==> src/rtl/fetch_unit.sv <==
// Instruction-fetch front end: holds the architectural PC, fetches one
// instruction at a time from a variable-latency memory, presents it to
// decode/execute and follows the next PC returned on acknowledgement.
module fetch_unit #(
  parameter logic [15:0] RESET_PC = 16'h0000,
  parameter int unsigned MAX_WAIT = 8
) (
  input  logic        clk,
  input  logic        rst,
  output logic        imem_rd,
  output logic [15:0] imem_addr,
  input  logic        imem_done,
  input  logic [15:0] imem_data,
  output logic [15:0] instr,
  output logic [15:0] pc_plus_2,
  output logic        instr_valid,
  input  logic        instr_ack,
  input  logic [15:0] pc_updated,
  input  logic        halt,
  output logic        halted,
  output logic        err
);

  typedef enum logic [1:0] {
    ST_IDLE,
    ST_REQ,
    ST_VALID,
    ST_HALT
  } state_t;

  localparam logic [15:0] NOP_INSTR = 16'h0800;
  localparam logic [7:0]  WAIT_LAST = 8'(MAX_WAIT - 1);

  state_t      state_q, state_d;
  logic [15:0] pc_q, pc_d;
  logic [15:0] instr_q, instr_d;
  logic [7:0]  wait_cnt_q, wait_cnt_d;
  logic        err_q, err_d;

  // Next-state logic: request, wait for memory, present, then redirect or stop.
  always_comb begin
    state_d    = state_q;
    pc_d       = pc_q;
    instr_d    = instr_q;
    wait_cnt_d = wait_cnt_q;
    err_d      = err_q;
    case (state_q)
      ST_IDLE: begin
        state_d = ST_REQ;
      end
      ST_REQ: begin
        if (imem_done) begin
          instr_d    = imem_data;
          wait_cnt_d = 8'd0;
          state_d    = ST_VALID;
        end else if (wait_cnt_q == WAIT_LAST) begin
          err_d      = 1'b1;
          wait_cnt_d = 8'd0;
          state_d    = ST_HALT;
        end else begin
          wait_cnt_d = wait_cnt_q + 8'd1;
        end
      end
      ST_VALID: begin
        if (instr_ack) begin
          if (pc_updated[0]) begin
            err_d   = 1'b1;
            state_d = ST_HALT;
          end else if (halt) begin
            pc_d    = pc_updated;
            state_d = ST_HALT;
          end else begin
            pc_d    = pc_updated;
            state_d = ST_REQ;
          end
        end
      end
      ST_HALT: begin
        state_d = ST_HALT;
      end
      default: begin
        state_d = ST_IDLE;
      end
    endcase
  end

  // State registers with synchronous reset back to the reset PC and a NOP.
  always_ff @(posedge clk) begin
    if (rst) begin
      state_q    <= ST_IDLE;
      pc_q       <= RESET_PC;
      instr_q    <= NOP_INSTR;
      wait_cnt_q <= 8'd0;
      err_q      <= 1'b0;
    end else begin
      state_q    <= state_d;
      pc_q       <= pc_d;
      instr_q    <= instr_d;
      wait_cnt_q <= wait_cnt_d;
      err_q      <= err_d;
    end
  end

  assign imem_rd     = (state_q == ST_REQ);
  assign instr_valid = (state_q == ST_VALID);
  assign halted      = (state_q == ST_HALT);
  assign imem_addr   = pc_q;
  assign pc_plus_2   = pc_q + 16'd2;
  assign instr       = instr_q;
  assign err         = err_q;

endmodule

==> config.mk <==
export PLATFORM = sky130hd
export DESIGN_NAME = fetch_unit
export DESIGN_NICKNAME = d
export VERILOG_FILES = /design/src/rtl/fetch_unit.sv
export SDC_FILE = /design/constraint.sdc
export NUM_CORES = 1
export LEC_CHECK = 0
export BUFFER_PORTS_ARGS = -buffer_cell sky130_fd_sc_hd__buf_4
export CAP_MARGIN = 15
export CORE_UTILIZATION = 45
export DETAILED_ROUTE_END_ITERATION = 8
export HOLD_SLACK_MARGIN = 0.1
export PLACE_DENSITY = 0.77
export SLEW_MARGIN = 10
export SYNTH_ARGS = -nofsm -noshare
export SYNTH_HDL_FRONTEND = slang
export SYNTH_SLANG_ARGS = --single-unit
==> constraint.sdc <==
create_clock -name clk -period 3.9 [get_ports clk]
set_input_delay 1.17 -clock clk [delete_from_list [all_inputs] [get_ports clk]]
set_output_delay 1.17 -clock clk [all_outputs]
set_load 0.01 [all_outputs]
==> flow_summary.html <==
<table>
<tr><th>Metric</th><th>Value</th></tr>
<tr><th colspan="2">Clock tree</th></tr>
<tr><td>Clock insertion delay at the later pin of the skew report</td><td>~290 ps</td></tr>
<tr><td>Number of levels the H-tree was split into</td><td>2</td></tr>
<tr><td>Clock Tree Buf Depth</td><td>2</td></tr>
<tr><td>Clock-pin slew on the worst setup and hold paths</td><td>80 ps</td></tr>
<tr><td>Post-CTS repair timing setup buffer count</td><td>0</td></tr>
<tr><td>Post-cts resize count</td><td>0</td></tr>
<tr><td>Clock Root Buffer</td><td>sky130_fd_sc_hd__clkbuf_8</td></tr>
<tr><td>Clock Sinks</td><td>42</td></tr>
<tr><td>Clock tree from TritonCTS</td><td>built</td></tr>
<tr><td>Total CTS buffers</td><td>5</td></tr>
<tr><td>Hold bufs inserted after CTS</td><td>0</td></tr>
<tr><th colspan="2">Cells and area</th></tr>
<tr><td>Multi-input gate area in the final layout</td><td>952.2 µm²</td></tr>
<tr><td>Final Core Density</td><td>approximately 66%</td></tr>
<tr><td>Area added between synthesis and finish</td><td>40.51%</td></tr>
<tr><td>Fin nets</td><td>363</td></tr>
<tr><td>Diodes inserted</td><td>0</td></tr>
<tr><td>Non-filler instance count after layout</td><td>375</td></tr>
<tr><td>Share of cells above drive strength 1</td><td>30.46%</td></tr>
<tr><td># fillers</td><td>376</td></tr>
<tr><td>Footprint of the flip-flops and latches</td><td>840.8 µm²</td></tr>
<tr><td>Non-Filler Cell Area, Final</td><td>2630 µm²</td></tr>
<tr><th colspan="2">Yosys</th></tr>
<tr><td>Area fraction in and, or, nand and nor cells after synthesis</td><td>27.67%</td></tr>
<tr><td>Area share of the largest cell type after synthesis</td><td>between 40 and 50%</td></tr>
<tr><td>Cell taking the most area after synthesis</td><td>sky130_fd_sc_hd__dfxtp_1</td></tr>
<tr><td>Area contributors post-synth</td><td>sky130_fd_sc_hd__dfxtp_1 (45%), sky130_fd_sc_hd__nand2_1 (14%), sky130_fd_sc_hd__a21oi_1 (9.6%)</td></tr>
<tr><td>Post-synthesis xor/xnor area fraction</td><td>between 6 and 7%</td></tr>
<tr><td>Mapped Area</td><td>1872 µm²</td></tr>
<tr><td>Post-synthesis mux area share</td><td>0.5348%</td></tr>
<tr><td>Synth warn</td><td>0</td></tr>
<tr><td>Largest family of logic cells by synthesized area</td><td>simple AND/OR/NAND/NOR gates</td></tr>
<tr><td>Commonest register cell after synthesis</td><td>sky130_fd_sc_hd__dfxtp_1</td></tr>
<tr><td>Async set-or-reset flop fraction in the synthesized netlist</td><td>0%</td></tr>
<tr><td>Most frequent cell after synthesis</td><td>sky130_fd_sc_hd__nand2_1</td></tr>
<tr><td>Post-synthesis compound-gate area fraction</td><td>between 10% and 20%</td></tr>
<tr><td>Share of the yosys chip area belonging to registers</td><td>44.92%</td></tr>
<tr><td>Adder-Cell Fraction of Synth Area</td><td>1.337%</td></tr>
<tr><td>Post-synth top cells</td><td>sky130_fd_sc_hd__nand2_1 (70), sky130_fd_sc_hd__dfxtp_1 (42), sky130_fd_sc_hd__a21oi_1 (36)</td></tr>
<tr><td>Number of storage elements in the synthesis netlist</td><td>42</td></tr>
<tr><td>Count of flip-flops with a built-in enable after synthesis</td><td>0</td></tr>
<tr><td>Post-Syn Area per Cell</td><td>7.767 µm²</td></tr>
<tr><td>Cell count after synthesis</td><td>approximately 240</td></tr>
<tr><td>Post-synth cell types</td><td>35</td></tr>
<tr><th colspan="2">Placed design</th></tr>
<tr><td>Placed cell area</td><td>2524 µm²</td></tr>
<tr><td>Placer Congestion</td><td>0.7403</td></tr>
<tr><td>I/O Buffers</td><td>86</td></tr>
<tr><td>Worst setup slack before clock tree synthesis</td><td>1058 ps</td></tr>
<tr><td>Post-detail-place hpwl</td><td>around 3300 µm</td></tr>
<tr><td>Placed Instances</td><td>367</td></tr>
<tr><th colspan="2">Setup path</th></tr>
<tr><td>Startpoint type of the worst setup path</td><td>register</td></tr>
<tr><td>Worst-path cell with the longest stage delay</td><td>sky130_fd_sc_hd__dfxtp_1</td></tr>
<tr><td>Crit-path max cell delay</td><td>~420 ps</td></tr>
<tr><td>Maximum net fanout on the critical path</td><td>6</td></tr>
<tr><td>Total buffers and inverters traversed by the critical path</td><td>1</td></tr>
<tr><td>Reg2Reg Depth</td><td>5</td></tr>
<tr><td>Required time reported for the critical path endpoint</td><td>around 2700 ps</td></tr>
<tr><td>Worst setup path class</td><td>reg2out</td></tr>
<tr><td>Cell-by-cell listing of the critical path</td><td>ha_1 -&gt; nand3_1 -&gt; nor3_1 -&gt; nand3_1 -&gt; xnor2_1 -&gt; buf_4</td></tr>
<tr><td>Most frequent cell on the critical path</td><td>sky130_fd_sc_hd__nand3_1</td></tr>
<tr><td>Crit path max-delay family</td><td>simple AND/OR/NAND/NOR gates</td></tr>
<tr><td>Endpoint arrival time on the critical path</td><td>1980 ps</td></tr>
<tr><td>Critical path endpoint category</td><td>output pin</td></tr>
<tr><td>Critical path depth in cells</td><td>6</td></tr>
<tr><th colspan="2">Detailed routing</th></tr>
<tr><td>DR pass1 iterations</td><td>4</td></tr>
<tr><td>Total via count after detailed routing</td><td>1,835</td></tr>
<tr><td>Routed WL</td><td>4414 µm</td></tr>
<tr><td>Vias/cell</td><td>4.893</td></tr>
<tr><td>Average wire length per cell after detail routing</td><td>between 10 and 15 µm</td></tr>
<tr><td>DRC</td><td>0</td></tr>
<tr><td>Antenna violation net count after detailed routing</td><td>0</td></tr>
<tr><td>Detailed Route Iter0 Violations</td><td>between 50 and 60</td></tr>
<tr><th colspan="2">Floorplanning</th></tr>
<tr><td>Vertical die dimension</td><td>66.50 µm</td></tr>
<tr><td>Chip Width</td><td>66.50 µm</td></tr>
<tr><td>Effective utilization at floorplan</td><td>46.79%</td></tr>
<tr><td>Count of standard-cell rows</td><td>23</td></tr>
<tr><td>Floorplan die area</td><td>4422 µm²</td></tr>
<tr><td>I/O Pins</td><td>89</td></tr>
<tr><td>Area of the core</td><td>4000 µm²</td></tr>
<tr><th colspan="2">Timing</th></tr>
<tr><td>Final Max Slew Viols</td><td>0</td></tr>
<tr><td>Unrepaired setup endpoints after global routing</td><td>no</td></tr>
<tr><td>Transition time at the pin with the least slew margin</td><td>626.4 ps</td></tr>
<tr><td>Final worst path period share</td><td>a little over 80%</td></tr>
<tr><td>Worst Skew</td><td>4.488 ps</td></tr>
<tr><td>Total negative setup slack</td><td>0 ps</td></tr>
<tr><td>Final worst-path setup slack</td><td>~750 ps</td></tr>
<tr><td>Number of setup violations in the final report</td><td>0</td></tr>
<tr><td>Achievable Freq</td><td>around 320 MHz</td></tr>
<tr><td>Final Critical Period</td><td>roughly 3100 ps</td></tr>
<tr><td>Post-route worst hold slack</td><td>around 450 ps</td></tr>
<tr><td>Worst relative slew slack</td><td>58.24%</td></tr>
<tr><td>Hold Vio Cnt, Final</td><td>0</td></tr>
<tr><th colspan="2">Global route</th></tr>
<tr><td>Pin count of the biggest net entering global routing</td><td>42</td></tr>
<tr><td>Total track usage</td><td>20.48%</td></tr>
<tr><td>Sum of overflow across all layers after global routing</td><td>0</td></tr>
<tr><td>Via count of the first global-routing pass</td><td>1,597</td></tr>
<tr><td>Wire length of the first global-routing pass</td><td>6844 µm</td></tr>
<tr><td>Number of antenna violations at the first check in global routing</td><td>0</td></tr>
<tr><th colspan="2">Min path</th></tr>
<tr><td>Hold path depth</td><td>2</td></tr>
<tr><td>Type of the most critical hold path</td><td>reg2reg</td></tr>
<tr><th colspan="2">Run status</th></tr>
<tr><td>Result of the run</td><td>finished, final reports clean</td></tr>
<tr><th colspan="2">Flow run</th></tr>
<tr><td>Max Cap Viol</td><td>0</td></tr>
<tr><th colspan="2">Power</th></tr>
<tr><td>Final Total Pwr</td><td>between 0.9 and 1 mW</td></tr>
<tr><td>Worst IR Drop VDD</td><td>0.2627 mV</td></tr>
<tr><td>Total power divided by cell area</td><td>roughly 340 nW/µm²</td></tr>
<tr><td>Leakage power summed over all cells</td><td>1.155 nW</td></tr>
</table>
report_power, final:
| group | total, mW | switching, mW | internal, mW |
|---|---|---|---|
| combinational | 0.115 | 0.0555 | 0.0597 |
| clock | 0.332 | 0.140 | 0.191 |
| sequential | 0.454 | 0.0110 | 0.443 |
| total | 0.901 | 0.207 | 0.694 |
cell usage in the layout, fill, tap and decap left out, types with 4 or more instances in the layout:
cell type                  count
sky130_fd_sc_hd__a21oi_1      36
sky130_fd_sc_hd__buf_4        87
sky130_fd_sc_hd__clkbuf_8      5
sky130_fd_sc_hd__dfxtp_1      42
sky130_fd_sc_hd__nand2_1      70
sky130_fd_sc_hd__nand3_1       8
sky130_fd_sc_hd__nor2_1       12
sky130_fd_sc_hd__nor3_1        4
sky130_fd_sc_hd__o21ai_0       6
sky130_fd_sc_hd__xnor2_1       9
sky130_fd_sc_hd__xor2_1        5
metal layers:
| metal | up-vias | part of all wire, % | global-route usage, % |
|---|---|---|---|
| met5 | - | 0 | 0 |
| met4 | 0 | 0.93 | 6.383 |
| met3 | 5 | 8.5 | 7.192 |
| met2 | 66 | 47 | 35.97 |
| met1 | 803 | 44 | 22.98 |
| li1 | 961 | - | - |
cells by family (layout without fill, tap and decap cells):
| group | Yosys count | in the layout |
|---|---|---|
| simple gates | 115 | 115 |
| other cells | 1 | 2 |
| xor+xnor | 14 | 14 |
| compound gates | 50 | 50 |
| mux | 1 | 1 |
| flops | 42 | 42 |
| buf+inv | 16 | 99 |
| fa+ha+maj | 2 | 2 |
cell type report:
type / instances / share of cell area, %
multi-input cells: 184 / 36.20
inverters: 4 / 0.5709
repair buffers: 87 / 24.83
flip-flops and latches: 42 / 31.97
clock buffers: 7 / 2.902
well taps: 50 / 2.379
clock inverters: 1 / 1.142
worst register-to-register path, cell delays in order (launching register included):
cell and delay, ps:
sky130_fd_sc_hd__dfxtp_1 370, sky130_fd_sc_hd__or2b_1 310, sky130_fd_sc_hd__inv_2 120, sky130_fd_sc_hd__and2_1 540, sky130_fd_sc_hd__nand2_1 130, sky130_fd_sc_hd__a21oi_1 130
state kept, by name, indices dropped and copies added (netlist names):
signal / cells
err: 1
state_q: 2
instr: 16
imem_addr: 15
wait_cnt_q: 8
path summary, 6_finish.rpt:
path	to	start	slack, ps
worst min register to register	instr[9]$_SDFFE_PP0P_	instr[9]$_SDFFE_PP0P_	450
worst min-delay path	instr[9]$_SDFFE_PP0P_	instr[9]$_SDFFE_PP0P_	450
worst max register to register	instr[13]$_SDFFE_PP0P_	state_q[0]$_SDFFE_PP0P_	2230
worst max-delay path	pc_plus_2[15]	imem_addr[1]$_SDFFE_PP0P_	750
Note: power is estimated with default switching activity, not from simulation.
